File: config.mk
export PLATFORM = sky130hd
export DESIGN_NAME = sensor_conditioner
export DESIGN_NICKNAME = d
export VERILOG_FILES = /design/src/rtl/sensor_conditioner.sv
export SDC_FILE = /design/constraint.sdc
export NUM_CORES = 1
export LEC_CHECK = 0
export BUFFER_PORTS_ARGS = -buffer_cell sky130_fd_sc_hd__buf_2
export CAP_MARGIN = 20
export CORE_MARGIN = 2
export CORE_UTILIZATION = 46
export CTS_CLUSTER_SIZE = 24
export DETAILED_ROUTE_END_ITERATION = 8
export GPL_TIMING_DRIVEN = 0
export PLACE_DENSITY = 0.66
export SYNTH_ARGS = -nofsm -noshare
export SYNTH_HDL_FRONTEND = slang
export SYNTH_SLANG_ARGS = --single-unit
export TNS_END_PERCENT = 100
File: constraint.sdc
create_clock -name clk -period 3.9 [get_ports clk]
set_clock_uncertainty 0.2 [all_clocks]
set_input_delay 0.195 -clock clk [delete_from_list [all_inputs] [get_ports clk]]
set_output_delay 0.195 -clock clk [all_outputs]
set_load 0.01 [all_outputs]
File: src/rtl/sensor_conditioner.sv
// sensor_conditioner
//   Conditions the raw alarm inputs for the downstream alarm FSM.
//   - temp_raw / humo_raw: two-flop synchronizer followed by a debouncer.
//     A flag only changes after DB_CYCLES consecutive cycles of disagreement.
//   - adc_valid / adc_data / adc_ready: accepts 2**AVG_LOG2 unsigned 8-bit
//     samples and publishes the top N bits of their mean on corriente.
//     corriente_valid pulses for one cycle on each update.
//   - sensor_fault: ADC watchdog. It is present only when the macro
//     SENSOR_WATCHDOG_EN is defined, and is tied to 0 otherwise.
//     On expiry, corriente is forced to all ones as a fail-safe value.
// Ports
//   clk             in   rising-edge clock
//   reset           in   synchronous, active-low reset
//   temp_raw        in   raw over-temperature contact (asynchronous)
//   humo_raw        in   raw smoke contact (asynchronous)
//   adc_valid       in   ADC sample present
//   adc_data[7:0]   in   ADC sample
//   adc_ready       out  sample accepted when adc_valid is also high
//   temp, humo      out  debounced flags
//   corriente[N-1:0] out averaged current code
//   corriente_valid out  one-cycle update strobe
//   sensor_fault    out  watchdog expired
module sensor_conditioner #(
    parameter int N         = 4,
    parameter int DB_CYCLES = 16,
    parameter int AVG_LOG2  = 2,
    parameter int TIMEOUT   = 1024
) (
    input  logic         clk,
    input  logic         reset,
    input  logic         temp_raw,
    input  logic         humo_raw,
    input  logic         adc_valid,
    input  logic [7:0]   adc_data,
    output logic         adc_ready,
    output logic         temp,
    output logic         humo,
    output logic [N-1:0] corriente,
    output logic         corriente_valid,
    output logic         sensor_fault
);

    if (N < 1 || N > 8) begin : g_bad_n
        $error("sensor_conditioner: N must be in 1..8");
    end
    if (DB_CYCLES < 2) begin : g_bad_db
        $error("sensor_conditioner: DB_CYCLES must be at least 2");
    end
    if (TIMEOUT < 2) begin : g_bad_timeout
        $error("sensor_conditioner: TIMEOUT must be at least 2");
    end

    localparam int DBW  = $clog2(DB_CYCLES);
    localparam int ACCW = 8 + AVG_LOG2;
    localparam int CNTW = AVG_LOG2 + 1;
    localparam logic [DBW-1:0]  DB_LAST  = DBW'(DB_CYCLES - 1);
    localparam logic [CNTW-1:0] SMP_LAST = CNTW'((2 ** AVG_LOG2) - 1);

    // ---------------- synchronizers and debouncers (bit0 temp, bit1 humo)
    logic [1:0]     r_sync1;
    logic [1:0]     r_sync2;
    logic [1:0]     r_flag;
    logic [DBW-1:0] r_db_cnt [2];

    always_ff @(posedge clk) begin
        if (!reset) begin
            r_sync1 <= '0;
            r_sync2 <= '0;
            r_flag  <= '0;
            for (int unsigned i = 0; i < 2; i++) r_db_cnt[i] <= '0;
        end else begin
            r_sync1 <= {humo_raw, temp_raw};
            r_sync2 <= r_sync1;
            for (int unsigned i = 0; i < 2; i++) begin
                if (r_sync2[i] == r_flag[i]) begin
                    r_db_cnt[i] <= '0;
                end else if (r_db_cnt[i] == DB_LAST) begin
                    r_flag[i]   <= r_sync2[i];
                    r_db_cnt[i] <= '0;
                end else begin
                    r_db_cnt[i] <= r_db_cnt[i] + DBW'(1);
                end
            end
        end
    end

    assign temp = r_flag[0];
    assign humo = r_flag[1];

    // ---------------- ADC averaging FSM
    typedef enum logic {ST_ACCUM, ST_LOAD} state_t;

    state_t          r_state;
    state_t          w_state_nxt;
    logic            r_run;       // low during reset and for the first edge after it
    logic            w_ready;
    logic            w_load;
    logic            w_accept;
    logic [ACCW-1:0] r_acc;
    logic [CNTW-1:0] r_cnt;
    logic [N-1:0]    r_corr;
    logic [N-1:0]    w_corr_nxt;
    logic            r_cv;

    always_ff @(posedge clk) begin
        if (!reset) begin
            r_state <= ST_ACCUM;
            r_run   <= 1'b0;
        end else begin
            r_state <= w_state_nxt;
            r_run   <= 1'b1;
        end
    end

    always_comb begin
        w_state_nxt = r_state;
        case (r_state)
            ST_ACCUM: if (w_accept && r_cnt == SMP_LAST) w_state_nxt = ST_LOAD;
            ST_LOAD:  w_state_nxt = ST_ACCUM;
            default:  w_state_nxt = ST_ACCUM;
        endcase
    end

    always_comb begin
        w_ready = r_run && (r_state == ST_ACCUM);
        w_load  = (r_state == ST_LOAD);
    end

    assign w_accept = adc_valid && w_ready;
    // Mean is sum >> AVG_LOG2 (fits 8 bits); keep its top N bits.
    assign w_corr_nxt = N'(r_acc >> (AVG_LOG2 + 8 - N));

`ifdef SENSOR_WATCHDOG_EN
    localparam int WDW = $clog2(TIMEOUT);
    localparam logic [WDW-1:0] WD_LAST = WDW'(TIMEOUT - 1);
    logic [WDW-1:0] r_wd;
    logic           r_fault;
`endif

    always_ff @(posedge clk) begin
        if (!reset) begin
            r_acc  <= '0;
            r_cnt  <= '0;
            r_corr <= '0;
            r_cv   <= 1'b0;
`ifdef SENSOR_WATCHDOG_EN
            r_wd    <= '0;
            r_fault <= 1'b0;
`endif
        end else begin
            r_cv <= 1'b0;
            if (w_load) begin
                r_corr <= w_corr_nxt;
                r_cv   <= 1'b1;
                r_acc  <= '0;
                r_cnt  <= '0;
            end else if (w_accept) begin
                r_acc <= r_acc + ACCW'(adc_data);
                r_cnt <= r_cnt + CNTW'(1);
            end
`ifdef SENSOR_WATCHDOG_EN
            // An acceptance on the expiry edge takes priority over the fault.
            // The counter parks at its last value, so the force repeats until a sample arrives.
            if (w_accept) begin
                r_wd    <= '0;
                r_fault <= 1'b0;
            end else if (r_wd == WD_LAST) begin
                r_fault <= 1'b1;
                r_corr  <= '1;
            end else begin
                r_wd <= r_wd + WDW'(1);
            end
`endif
        end
    end

    assign adc_ready       = w_ready;
    assign corriente       = r_corr;
    assign corriente_valid = r_cv;
`ifdef SENSOR_WATCHDOG_EN
    assign sensor_fault    = r_fault;
`else
    assign sensor_fault    = 1'b0;
`endif

endmodule

==> run summary <==
status = finished, final reports clean
row count = 22
number of routed nets with antenna violations = 0
max-slew violation total from the final report = 0
share of synthesized cell area in and, or, nand and nor gates = 0.226
commonest cells after routing, fill and taps aside = sky130_fd_sc_hd__dfxtp_1 (26), sky130_fd_sc_hd__buf_2 (22), sky130_fd_sc_hd__nand2_1 (13), sky130_fd_sc_hd__nor2_1 (13), sky130_fd_sc_hd__ha_1 (12)
CTS Sinks = 34
power share of the combinational group = 0.149
worst-case hold slack = 0.120 ns
Internal Dissipation = 557 µW
setup repair bufs after CTS = 0
number of unique standard cell types used by synthesis = 48
cell taking the most area after synthesis = sky130_fd_sc_hd__dfxtp_1
share of the clock period used by the worst path after layout = 0.538
fin crit period = 2.10 ns
cell types with the largest area share after synthesis = sky130_fd_sc_hd__dfxtp_1 (29%), sky130_fd_sc_hd__edfxtp_1 (14%), sky130_fd_sc_hd__ha_1 (8.5%)
area growth from synthesis to layout = 17.1%
highest metal layer with signal wires = met4
number of buffers added on ports = 20
crit path launch type = flip-flop
maximum resistive drop on vdd = 0.000240 V
kind of critical path = reg2reg
clk slew on worst S/H paths = 0.07 ns
detail-routed net length per standard cell = 12.3 µm
Total Die Area = 4350 µm²
clock network power share = 0.328
initial antenna violation count = 0
area share of the largest cell type after synthesis = 0.295
Detailed Route WL = 3200 µm
total via count in the routed design = 1315
Setup Viol. Count Final = 0
sequential standard cell area = 761 µm²
number of violations of the max-capacitance limit = 0
Flop pwr share = 0.523
final RePlAce weighted congestion = 0.829
number of diodes = 0
clock root cell = sky130_fd_sc_hd__clkbuf_8
post-layout total power = 761 µW
overflow left after global routing = 0
Sw Pwr = 204 µW
sw frac = 0.268
CP Max Fanout = 3
pin count of the biggest net entering global routing = 12
Inserted Clock Buffers = 5
via count of the first global-routing pass = 1317
fraction of the mapped netlist area in compound gates = 0.113
met2 wire length = 1630 µm
flops & latches, synth = 34
overall die height = 66.0 µm
effective utilization at floorplan = 0.479
number of H-tree levels = 2
dominant combinational cell family by area after synthesis = simple AND/OR/NAND/NOR gates
mean post-synth cell area = 10.2 µm²
fraction of the yosys area taken by sequential cells = 0.431
number of enable-type register cells in the synthesized netlist = 8
Post-Synthesis Cells = 173
core footprint = 3690 µm²
number of hold violations in the final report = 0
Hold Crit Class = in2reg
fill count = 336
Cells after DPL = 248
Cell Area, Placed = 1950 µm²
share of cell area taken by muxes after synthesis = 0.0454
maximum root-to-sink buffer count = 2
1st-pass router iterations = 4
netlist area before placement = 1770 µm²
cell leakage power = 0.932 nW
fraction of final layout cells with drive strength greater than 1 = 0.213
I/O pin total = 22
critical path endpoint category = flip-flop
unrepaired setup endpoints after global routing = no
number of nets in the layout = 236
required time worst endpoint = 3.93 ns
maximum clock frequency = 476 MHz
clock insertion delay at the later pin of the skew report = 0.28 ns
adder-cell share of the synthesized area = 0.0964
via density per instance = 5.08
most common cell after layout, fill and taps aside = sky130_fd_sc_hd__dfxtp_1
Synthesis Warnings = 0
Remaining DRCs = 0
all-layer global routing usage = 0.162
power per cell area = 368 nW/µm²
met3 routed wirelength = 103 µm
area of combinational cells with multiple inputs = 961 µm²
final instance area = 2070 µm²
initial detailed-routing violation count = 25
routed metal-1 wire length = 1440 µm
CTS tree = built
Synth Flop Type = sky130_fd_sc_hd__dfxtp_1
number of standard cells in the final layout excluding fillers = 259
setup_tns = 0 ns
wire length of the first global-routing pass = 5490 µm
hpwl dp = 2410 µm
fraction of registers with async set or reset after synthesis = 0
xor-xnor portion of the synthesized cell area = 0.0446
Die W = 66.0 µm
Data arrival, critical path = 2.13 ns
==> critical path, stage by stage (launching register included) <==
cell and delay [ns]:
sky130_fd_sc_hd__dfxtp_1 0.34, sky130_fd_sc_hd__ha_1 0.17, sky130_fd_sc_hd__inv_1 0.05, sky130_fd_sc_hd__fa_1 0.42
sky130_fd_sc_hd__nor2b_4 0.16, sky130_fd_sc_hd__o31a_4 0.15, sky130_fd_sc_hd__o21ai_2 0.05, sky130_fd_sc_hd__or4_1 0.41
sky130_fd_sc_hd__nand4_1 0.09
==> final cells by class <==
class | count | share of cell area
tap | 48 | 0.0291
timing repair buffer | 23 | 0.0630
buffer | 7 | 0.0230
inverter | 6 | 0.0109
clock buffer | 5 | 0.0333
multi-input combinational | 133 | 0.465
sequential | 34 | 0.368
clock inverter | 3 | 0.00787
==> path summary, 6_finish.rpt <==
check             cells past startpoint    endpoint  slack, ns  startpoint
hold / removal                        3    r_acc[7]       0.12   adc_valid
setup reg to reg                      8    r_acc[6]       1.80    r_acc[0]
setup / recovery                      8    r_acc[6]       1.80    r_acc[0]
hold reg to reg                       1  r_sync2[0]       0.23  r_sync1[0]
==> per-stage QoR <==
| step | worst slack (ns) | utilization |
|---|---|---|
| 2_1_floorplan | 1.93 | - |
| 3_3_place_gp | 1.87 | 0.529 |
| 3_5_place_dp | 1.81 | 0.529 |
| 4_1_cts | 1.80 | 0.560 |
| 5_1_grt | 1.72 | 0.560 |
| 6_report | 1.80 | 0.560 |
==> logic make-up (layout without fill, tap and decap cells) <==
group                    after synthesis  in the layout
other                                  2              9
buffers and inverters                 13             44
XOR/XNOR                               9              9
adder cells (fa/ha/maj)               13             13
AO/OA/AOI/OAI                         25             25
multiplexers                           8              8
flip-flops                            34             34
AND/OR/NAND/NOR                       69             69
==> power by group through the flow <==
| stage | registers [mW] | clock network (mW) | logic [mW] |
|---|---|---|---|
| after floorplan | 0.401 | 0 | 0.0860 |
| after global placement | 0.405 | 0 | 0.106 |
| after detailed placement | 0.406 | 0 | 0.110 |
| after CTS | 0.398 | 0.257 | 0.113 |
| after global routing | 0.400 | 0.273 | 0.127 |
| final | 0.398 | 0.249 | 0.113 |
==> cells in the mapped netlist (2+ instances only) <==
cell,n
sky130_fd_sc_hd__xor2_1,8
sky130_fd_sc_hd__buf_2,2
sky130_fd_sc_hd__a21oi_1,6
sky130_fd_sc_hd__nor2b_1,7
sky130_fd_sc_hd__o21a_1,2
sky130_fd_sc_hd__buf_4,3
sky130_fd_sc_hd__mux2i_1,8
sky130_fd_sc_hd__nor2_1,13
sky130_fd_sc_hd__o21ai_0,2
sky130_fd_sc_hd__nand3_1,11
sky130_fd_sc_hd__dfxtp_1,26
sky130_fd_sc_hd__edfxtp_1,8
sky130_fd_sc_hd__ha_1,12
sky130_fd_sc_hd__and2_1,5
sky130_fd_sc_hd__a211oi_1,3
sky130_fd_sc_hd__nor2b_4,2
sky130_fd_sc_hd__nand4b_1,2
sky130_fd_sc_hd__a21o_1,2
sky130_fd_sc_hd__nand2_1,13
sky130_fd_sc_hd__inv_1,6
sky130_fd_sc_hd__and3_1,3
sky130_fd_sc_hd__nand4_1,2
sky130_fd_sc_hd__conb_1,2
==> timing repair <==
action	CTS	global route
endpoints found under the hold margin	3	0
hold buffers	3	0
gates resized for setup	0	0
==> registers in the layout, indices dropped and copies added, names as in the netlist <==
signal and count:
r_run 1, corriente 4, r_db_cnt 8, r_flag 2, r_cnt 3, r_sync2 2, r_acc 10, r_state 1
corriente_valid 1, r_sync1 2
==> layer usage <==
metal | vias up | track usage
li1 | 675 | -
met1 | 619 | 0.188
met2 | 19 | 0.290
met3 | 2 | 0.0460
met4 | 0 | 0.0459
met5 | - | 0
No activity file was read; power rests on OpenSTA's default activity.
